[src/rtl/alu_multi_cycle.sv]
// Multi-cycle ALU: ADD/AND/XOR/SUB in one cycle, MUL over MUL_LAT edges, start/done/busy handshake.
// Optional ALU_ERR_EN adds an err pulse for requests rejected as reserved or arriving while busy.
module alu_multi_cycle #(
   parameter int WIDTH   = 8,
   parameter int MUL_LAT = 3
) (
   input  logic                 clk,
   input  logic                 reset_n,
   input  logic                 start,
   input  logic [2:0]           op,
   input  logic [WIDTH-1:0]     A,
   input  logic [WIDTH-1:0]     B,
   output logic                 busy,
   output logic                 done,
`ifdef ALU_ERR_EN
   output logic                 err,
`endif
   output logic [2*WIDTH-1:0]   result
);

   localparam int RW    = 2 * WIDTH;
   localparam int CNT_W = (MUL_LAT > 2) ? $clog2(MUL_LAT) : 1;
   localparam logic [CNT_W-1:0] CNT_INIT = CNT_W'(MUL_LAT - 1);

   localparam logic [2:0] OP_NOP = 3'b000;
   localparam logic [2:0] OP_ADD = 3'b001;
   localparam logic [2:0] OP_AND = 3'b010;
   localparam logic [2:0] OP_XOR = 3'b011;
   localparam logic [2:0] OP_MUL = 3'b100;
   localparam logic [2:0] OP_SUB = 3'b101;

   typedef enum logic {S_IDLE, S_MUL} state_t;

   typedef struct packed {
      logic [WIDTH-1:0] a;
      logic [WIDTH-1:0] b;
   } mul_req_t;

   state_t           state, state_nxt;
   logic [CNT_W-1:0] cnt, cnt_nxt;
   mul_req_t         mreq;
   logic             mreq_load;
   logic [RW-1:0]    result_nxt;
   logic             done_nxt;
   logic [RW-1:0]    a_ext, b_ext;
   logic [RW-1:0]    alu_res;
   logic [RW-1:0]    mul_res;
   logic             single_op;
   logic             err_nxt;

   assign a_ext   = {{WIDTH{1'b0}}, A};
   assign b_ext   = {{WIDTH{1'b0}}, B};
   assign mul_res = RW'(mreq.a) * RW'(mreq.b);
   assign busy    = (state == S_MUL);

   // SUB wraps modulo 2^RW since both sides are already RW wide
   always_comb begin
      alu_res   = '0;
      single_op = 1'b0;
      case (op)
         OP_ADD: begin alu_res = a_ext + b_ext; single_op = 1'b1; end
         OP_AND: begin alu_res = a_ext & b_ext; single_op = 1'b1; end
         OP_XOR: begin alu_res = a_ext ^ b_ext; single_op = 1'b1; end
         OP_SUB: begin alu_res = a_ext - b_ext; single_op = 1'b1; end
         default: ;
      endcase
   end

   always_comb begin
      state_nxt  = state;
      cnt_nxt    = cnt;
      mreq_load  = 1'b0;
      result_nxt = result;
      done_nxt   = 1'b0;
      err_nxt    = 1'b0;
      case (state)
         S_IDLE: begin
            if (start) begin
               if (single_op) begin
                  result_nxt = alu_res;
                  done_nxt   = 1'b1;
               end else if (op == OP_MUL) begin
                  state_nxt = S_MUL;
                  cnt_nxt   = CNT_INIT;
                  mreq_load = 1'b1;
               end else if (op != OP_NOP) begin
                  err_nxt = 1'b1;
               end
            end
         end
         S_MUL: begin
            // any request while busy is dropped, including one on the completion edge
            err_nxt = start;
            if (cnt == '0) begin
               state_nxt  = S_IDLE;
               result_nxt = mul_res;
               done_nxt   = 1'b1;
            end else begin
               cnt_nxt = cnt - CNT_W'(1);
            end
         end
         default: state_nxt = S_IDLE;
      endcase
   end

   always_ff @(posedge clk or negedge reset_n) begin
      if (!reset_n) begin
         state  <= S_IDLE;
         cnt    <= '0;
         mreq   <= '0;
         result <= '0;
         done   <= 1'b0;
      end else begin
         state  <= state_nxt;
         cnt    <= cnt_nxt;
         result <= result_nxt;
         done   <= done_nxt;
         if (mreq_load) begin
            mreq.a <= A;
            mreq.b <= B;
         end
      end
   end

`ifdef ALU_ERR_EN
   always_ff @(posedge clk or negedge reset_n) begin
      if (!reset_n) err <= 1'b0;
      else          err <= err_nxt;
   end
`else
   logic unused_err;
   assign unused_err = err_nxt;
`endif

endmodule

[config.mk]
export PLATFORM = sky130hd
export DESIGN_NAME = alu_multi_cycle
export DESIGN_NICKNAME = d
export VERILOG_FILES = /design/src/rtl/alu_multi_cycle.sv
export SDC_FILE = /design/constraint.sdc
export NUM_CORES = 1
export LEC_CHECK = 0
export ABC_AREA = 1
export CORE_MARGIN = 8
export CORE_UTILIZATION = 50
export CTS_CLUSTER_DIAMETER = 50
export CTS_CLUSTER_SIZE = 20
export DETAILED_ROUTE_END_ITERATION = 12
export MAX_ROUTING_LAYER = met4
export PLACE_DENSITY_LB_ADDON = 0.3
export SLEW_MARGIN = 5
export SYNTH_ARGS = -nofsm -noshare
export SYNTH_HDL_FRONTEND = slang
export SYNTH_SLANG_ARGS = --single-unit
[constraint.sdc]
create_clock -name clk -period 4.8 [get_ports clk]
set_input_delay 0.48 -clock clk [delete_from_list [all_inputs] [get_ports clk]]
set_output_delay 0.48 -clock clk [all_outputs]
set_load 0.05 [all_outputs]
==> impl_results.md, run 1 <==
- Run status: complete, no violations
- #FFs+latches synth: 36
- Via count of the first global-routing pass: ~4200
- Share of async-settable or async-resettable flops after synthesis: 1.000
- Nature of the critical path startpoint: flip-flop
- # port buffers: 39
- Relative slew margins: 0.5201
- Post-synthesis average cell area: 7.116 um^2
- Period minus WS final: 4.296 ns
- Routed wl met2: 5505 um
- Worst EP arrival: between 4 and 5 ns
- Count of buffering cells on the critical path with inverters included: 3
- Per-cell via count in the routed design: 5.133
- Final slew viol count: 0
- Top post-synthesis cells by count: sky130_fd_sc_hd__nand2_1, sky130_fd_sc_hd__inv_1, sky130_fd_sc_hd__ha_1, sky130_fd_sc_hd__nand3_1, sky130_fd_sc_hd__fa_1
- Root buffer cell: sky130_fd_sc_hd__clkbuf_8
- Global routing usage summed across all routing layers: 0.1988
- Number of logic stages on the critical path including buffering: 18
- Initial Util: 0.5175
- Total leakage power: 3.136 nW
- Number of setup violations in the final report: 0
- Initial antenna violation count: 0
- Count of flip-flops with a built-in enable after synthesis: 0
- Via count: 4230
- Required time worst endpoint: around 5 ns
- Amount of wire on met3 after detailed routing: roughly 500 um
- Post-CTS setup-driven buffer insertion count: 0
- Power Dens Cells: 677.3 nW/um^2
- I/O Pins: 40
- Post-synth top flop: sky130_fd_sc_hd__dfrtp_1
- Startpoint of the worst hold path: result[4]
- Kind of critical path: reg -> reg
- Total routed wire length on the met1 layer: about 5700 um
- Worst r2r path cells: 18
- Syn-to-layout area delta: 10.75%
- CTS tree: built
- Transition time at the pin with the least slew margin: 0.7198 ns
- Capture point of the worst path: result[14]
- Num CTS Buffers: 5
- Largest net degree at the start of global routing: 37
- Portion of the post-synthesis area used by sequential elements: 0.1884
- Maximum buffer depth of the clock tree: 2
- Total iterations of the first detailed-routing run: 8
- # diodes: 0
- Ratio of final minimum period to clock period: 0.8951
- Critical Path End Type: flip-flop
- Leftover overflow at the end of global routing: 0
- Number of levels in the clock H-tree: 2
- Count of distinct cell types in the synthesized netlist: 40
- Flop2flop setup slack: between 0.5 and 0.6 ns
- Yosys warns: 0
- Hold-critical path depth: 2
- End of the worst register-to-register path: result[14]
- Crit path top cell by count: sky130_fd_sc_hd__nand2_1
- Proportion of netlist area held by the largest area contributor: 0.1884
- Gate Count Post-Synth: roughly 670
- Worst reg2reg path startpoint: mreq[7]
- Final sum of negative setup slack: 0 ns
- VDD IR max: 0.0005368 V
- Clock skew after layout: 0.007903 ns
- Worst Path Max Fanout: 9
- Top routing layer in use: met4
- Fmax: 232.8 MHz
- Reg clk slew, reported paths: 0.08 ns
- Die W: 113.8 um
- DRC violations left: 0
- Share of cells above drive strength 1: 0.06187
- Routability Congestion: between 0.9 and 1
- Most frequently used cell type in the post-synthesis netlist: sky130_fd_sc_hd__nand2_1
- Die outline height: 113.8 um
- Final Hold Viols: 0
- Count of nets left with antenna violations after detail routing: 0
- Die ar.: ~13000 um^2
- Global-route wire length before repair: roughly 20000 um
- Post-cts sizing count: 0
- Placed cell area: 5204 um^2
- Number of nets in the final layout: 807
- Combined area of all synthesized cells: around 4800 um^2
- Worst skew pair latency: 0.29 ns
- Maximum cell stage delay along the critical path: 0.58 ns
- Top cells by area in the synthesized netlist: sky130_fd_sc_hd__dfrtp_1, sky130_fd_sc_hd__fa_1, sky130_fd_sc_hd__nand2_1
- Critical Path Start: mreq[7]
- Hold Buf Count CTS: 0
- Ordered cell list for the critical path: nand2_1, fa_1, fa_1, inv_1, fa_1, inv_1, fa_1, inv_1, ha_1, a21oi_1, nor2_1, nor2_1, nand2_1, nand2_1, nand2_1, nand2_1, nand3_1, a21oi_2
- Number of cell rows: 35
- Synth area leader: sky130_fd_sc_hd__dfrtp_1
- Post-DR wirelength/cell: 14.43 um
- Non-Filler Cell Area, Final: 5296 um^2
- Synthesized netlist net count: between 700 and 800
- Hold crit path type: reg -> reg
- Master of the slowest instance on the critical path: sky130_fd_sc_hd__fa_1
- Core Area: 9240 um^2
- Family with the most delay on the worst path: adder cells
- Max Cap Viol: 0
- Post-DP HPWL: roughly 9700 um
- Unrepaired setup endpoints after global routing: false
- Number of violations reported at the end of detailed-routing iteration 0: 251
- Clk sinks: 36
- WL final: between 10000 and 15000 um
-- routing by layer --
layer	up-vias	global-route usage
li1	2098	-
met3	14	0.02430
met1	2007	0.2635
met4	0	0.04170
met2	111	0.3199
met5	-	-
-- power breakdown --
part / internal, mW / leakage (nW) / switching (mW)
Combinational: 0.953 / 2.65 / 1.72
Clock: 0.115 / 0.0510 / 0.120
Sequential: 0.444 / 0.438 / 0.233
Total: 1.51 / 3.14 / 2.08
-- sequential cells by signal (all words and copies together) (netlist names) --
register and cells:
done 1, cnt 2, result 16, busy 1, mreq 16
-- stage by stage --
stage	setup slack [ns]	instances	util	hold WS [ns]	power, mW
2_1_floorplan	0.7373	672	-	0.1844	2.589
3_3_place_gp	0.6188	816	0.5632	0.4983	3.246
3_5_place_dp	0.5195	816	0.5632	0.4896	3.323
4_1_cts	0.5167	824	0.5732	0.5131	3.592
5_1_grt	0.2260	824	0.5732	0.5365	3.992
6_report	0.5037	824	0.5732	0.5148	3.587
-- layout make-up --
cell class,count,area [um^2]
fillers,859,3944
repair buffers,40,397.9
clock buffers,6,82.58
multi-input cells,464,3187
flip-flops and latches,36,900.9
inverters,147,556.8
well taps,129,161.4
clock inverters,2,10.01
-- cells by family (layout without fill, tap and decap cells) --
family / Yosys count / in the layout / synth area share
adder cells (fa/ha/maj): 91 / 91 / 0.2978
buffers and inverters: 172 / 195 / 0.1452
flip-flops: 36 / 36 / 0.1884
XOR/XNOR: 1 / 1 / 0.001832
AO/OA/AOI/OAI: 71 / 71 / 0.08948
AND/OR/NAND/NOR: 301 / 301 / 0.2773
-- worst reg2reg max path, stage by stage (launching register included) --
cell	delay [ns]
sky130_fd_sc_hd__dfrtp_1	0.50
sky130_fd_sc_hd__nand2_1	0.13
sky130_fd_sc_hd__fa_1	0.53
sky130_fd_sc_hd__fa_1	0.55
sky130_fd_sc_hd__inv_1	0.05
sky130_fd_sc_hd__fa_1	0.53
sky130_fd_sc_hd__inv_1	0.06
sky130_fd_sc_hd__fa_1	0.58
sky130_fd_sc_hd__inv_1	0.06
sky130_fd_sc_hd__ha_1	0.36
sky130_fd_sc_hd__a21oi_1	0.23
sky130_fd_sc_hd__nor2_1	0.07
sky130_fd_sc_hd__nor2_1	0.12
sky130_fd_sc_hd__nand2_1	0.08
sky130_fd_sc_hd__nand2_1	0.08
sky130_fd_sc_hd__nand2_1	0.05
sky130_fd_sc_hd__nand2_1	0.06
sky130_fd_sc_hd__nand3_1	0.07
sky130_fd_sc_hd__a21oi_2	0.14
-- cells in the final DEF (no fill, tap or decap), drive strengths merged, types with 2 or more instances in the layout --
master         netlist  routed
dfrtp               36      36
a31oi                4       4
clkinv               0       2
a22oi                4       4
nand3               46      46
clkdlybuf4s50        0      39
or2                  2       2
clkbuf              17       6
nor2                42      42
ha                  53      53
inv                147     147
nand3b               3       3
a32oi                2       2
fa                  38      38
nor3                 4       4
a21oi               37      37
nand2              195     195
nand4                7       7
o21ai               21      21
-- how the worst min path moves through the flow --
stage,endpoint,slack (ns)
after floorplan,busy,0.18
after global placement,result[4],0.50
final,result[4],0.51
after CTS,result[4],0.51
after global routing,result[4],0.54
after detailed placement,result[4],0.49
No activity file was read; power rests on OpenSTA's default activity.
==> inputs of run 2 (changes only) <==
GPL_ROUTABILITY_DRIVEN = 0   (was default)
==> impl_results.md, run 2 (synthesis gave the netlist of run 1 again) <==
- Via count: 4278 (was 4230)
- Kind of critical path: reg -> reg (unchanged)
- Clock skew after layout: 0.006067 ns (was 0.007903 ns)
- Final critical-path setup slack: 0.5121 ns (was 0.5037 ns)
- Core Area: 9240 um^2 (unchanged)
- Met3 layer usage reported by global route: 0.02483 (was 0.02430)
- Count of nets left with antenna violations after detail routing: 0 (unchanged)
- Master of the slowest instance on the critical path: sky130_fd_sc_hd__fa_1 (unchanged)
- Largest regs: mreq: 16 flops, result: 16 flops, cnt: 2 flops (unchanged)
- Area taken by flip-flops and latches: 900.9 um^2 (unchanged)
- Leading cell type in the layout, fill and taps excluded: sky130_fd_sc_hd__nand2_1 (unchanged)
- Transition time at the pin with the least slew margin: 0.7506 ns (was 0.7198 ns)
- WL final: 11700 um (was 11890 um)
- Crit path top cell by count: sky130_fd_sc_hd__nand2_1 (unchanged)
- Number of levels in the clock H-tree: 2 (unchanged)
- Run status: complete, no violations (unchanged)
- Nature of the critical path startpoint: flip-flop (unchanged)
- Layer carrying the most global-route usage: met2 (unchanged)
- Leftover overflow at the end of global routing: 0 (unchanged)
- Final slew viol count: 0 (unchanged)
- Number of setup violations in the final report: 0 (unchanged)
- Most frequent cells in the layout: sky130_fd_sc_hd__nand2_1, sky130_fd_sc_hd__inv_1, sky130_fd_sc_hd__ha_1, sky130_fd_sc_hd__nand3_1, sky130_fd_sc_hd__clkdlybuf4s50_1 (unchanged)
- Num CTS Buffers: 5 (unchanged)
- Worst Path Max Fanout: 9 (unchanged)
- Die outline height: 113.8 um (unchanged)
- Reg clk slew, reported paths: 0.08 ns (about the same)
- Hold Buf Count CTS: 0 (unchanged)
- Total iterations of the first detailed-routing run: 5 (was 8)
- Max Cap Viol: 0 (unchanged)
- Number of instances in the placed design: 816 (unchanged)
- Post-CTS setup-driven buffer insertion count: 0 (unchanged)
- DRC violations left: 0 (unchanged)
- Total leakage power: 3.140 nW (was 3.136 nW)
- Via count of the first global-routing pass: 4369 (was 4164)
- Relative slew margins: 0.4996 (was 0.5201)
- Post-DP HPWL: 9667 um (was 9668 um)
- Met2 GRT Util: 0.3152 (was 0.3199)
- Critical Path End Type: flip-flop (unchanged)
- Final sum of negative setup slack: 0 ns (unchanged)
- Post-cts sizing count: 0 (unchanged)
- Worst skew pair latency: 0.29 ns (about the same)
- Maximum cell stage delay along the critical path: 0.57 ns (was 0.58 ns)
- Non-filler instance count after layout: 824 (unchanged)
- Number of cell rows: 35 (unchanged)
- Hold crit path type: reg -> reg (unchanged)
- Die W: 113.8 um (unchanged)
- # diodes: 0 (unchanged)
- Share of cells above drive strength 1: 0.06043 (was 0.06187)
- Power Dens Cells: 674.6 nW/um^2 (was 677.3 nW/um^2)
- DP Worst Slack: 0.5197 ns (was 0.5195 ns)
- Initial Util: 0.5175 (unchanged)
- Global-route wire length before repair: 20240 um (was 20260 um)
- Unrepaired setup endpoints after global routing: false (unchanged)
- Period minus WS final: 4.288 ns (was 4.296 ns)
- Ratio of final minimum period to clock period: 0.8933 (was 0.8951)
- Largest net degree at the start of global routing: 37 (unchanged)
- Number of nets in the final layout: 807 (unchanged)
- CTS tree: built (unchanged)
- Total of fill cells in the finished design: 883 (was 859)
- Root buffer cell: sky130_fd_sc_hd__clkbuf_8 (unchanged)
- Required time worst endpoint: 5.03 ns (about the same)
- Global routing usage summed across all routing layers: 0.1980 (was 0.1988)
- Maximum buffer depth of the clock tree: 2 (unchanged)
- Area of combinational cells with multiple inputs: 3187 um^2 (unchanged)
- Die ar.: 12950 um^2 (unchanged)
- Post-DR wirelength/cell: 14.20 um (was 14.43 um)
- # port buffers: 39 (unchanged)
- VDD IR max: 0.0005758 V (was 0.0005368 V)
- Final Hold Viols: 0 (unchanged)
- Initial antenna violation count: 0 (unchanged)
- Fmax: 233.2 MHz (was 232.8 MHz)
- Met1 track demand over resource in global routing: 0.2566 (was 0.2635)
- Per-cell via count in the routed design: 5.192 (was 5.133)
- Ordered cell list for the critical path: nand2_1, fa_1, fa_1, inv_1, fa_1, inv_1, fa_1, inv_1, ha_1, a21oi_1, nor2_1, nor2_1, nand2_1, nand2_1, nand2_1, nand2_1, nand3_1, a21oi_2 (unchanged)
- Clk sinks: 36 (unchanged)
- Worst EP arrival: 4.51 ns (was 4.53 ns)
- I/O Pins: 40 (unchanged)
- Number of violations reported at the end of detailed-routing iteration 0: 290 (was 251)
- Syn-to-layout area delta: 11.07% (was 10.75%)
==> run 2: power by group <==
| part | internal, mW | switching, mW | total [mW] | leakage, nW |
|---|---|---|---|---|
| logic | 0.946 | 1.69 | 2.64 | 2.65 |
| registers | 0.444 | 0.231 | 0.675 | 0.438 |
| clock network | 0.154 | 0.116 | 0.270 | 0.0552 |
| total | 1.54 | 2.04 | 3.58 | 3.14 |
==> run 2: per-stage QoR <==
stage,util,cell area (um^2),hold slack (ns),power [mW]
2_1_floorplan,-,4782,0.1844,2.589
3_3_place_gp,0.5632,5204,0.4996,3.206
3_5_place_dp,0.5632,5204,0.4992,3.304
4_1_cts,0.5748,5311,0.5233,3.604
5_1_grt,0.5748,5311,0.5450,4.011
6_report,0.5748,5311,0.5194,3.583
==> run 2: metal layers <==
metal	routed length [um]	vias up	part of all wire
li1	-	2093	-
met1	5364	2018	0.46
met2	5453	143	0.47
met3	623	24	0.053
met4	258	0	0.022
met5	0	-	0
==> run 2: critical path: cells and delay by family, from the launching register on <==
family | cells | cell delay [ns]
adder cells (fa/ha/maj) | 5 | 2.52
AND/OR/NAND/NOR | 8 | 0.67
flip-flops | 1 | 0.49
AO/OA/AOI/OAI | 2 | 0.39
buffers and inverters | 3 | 0.16
==> run 2: final timing paths <==
kind	start	end	slack, ns	cells past startpoint
worst min register to register	result[15]	result[15]	0.52	2
worst min-delay path	result[15]	result[15]	0.52	2
min in group asynchronous	reset_n	cnt[1]	0.59	2
max in group asynchronous	reset_n	mreq[11]	3.87	2
worst max register to register	mreq[8]	result[14]	0.51	18
worst max-delay path	mreq[8]	result[14]	0.51	18
==> run 2: area by class of cell <==
type | instances | share of cell area
multi-input combinational | 464 | 0.6000
sequential | 36 | 0.1696
inverter | 147 | 0.1048
timing repair buffer | 40 | 0.07491
tap | 129 | 0.03039
clock buffer | 6 | 0.01366
clock inverter | 2 | 0.006596
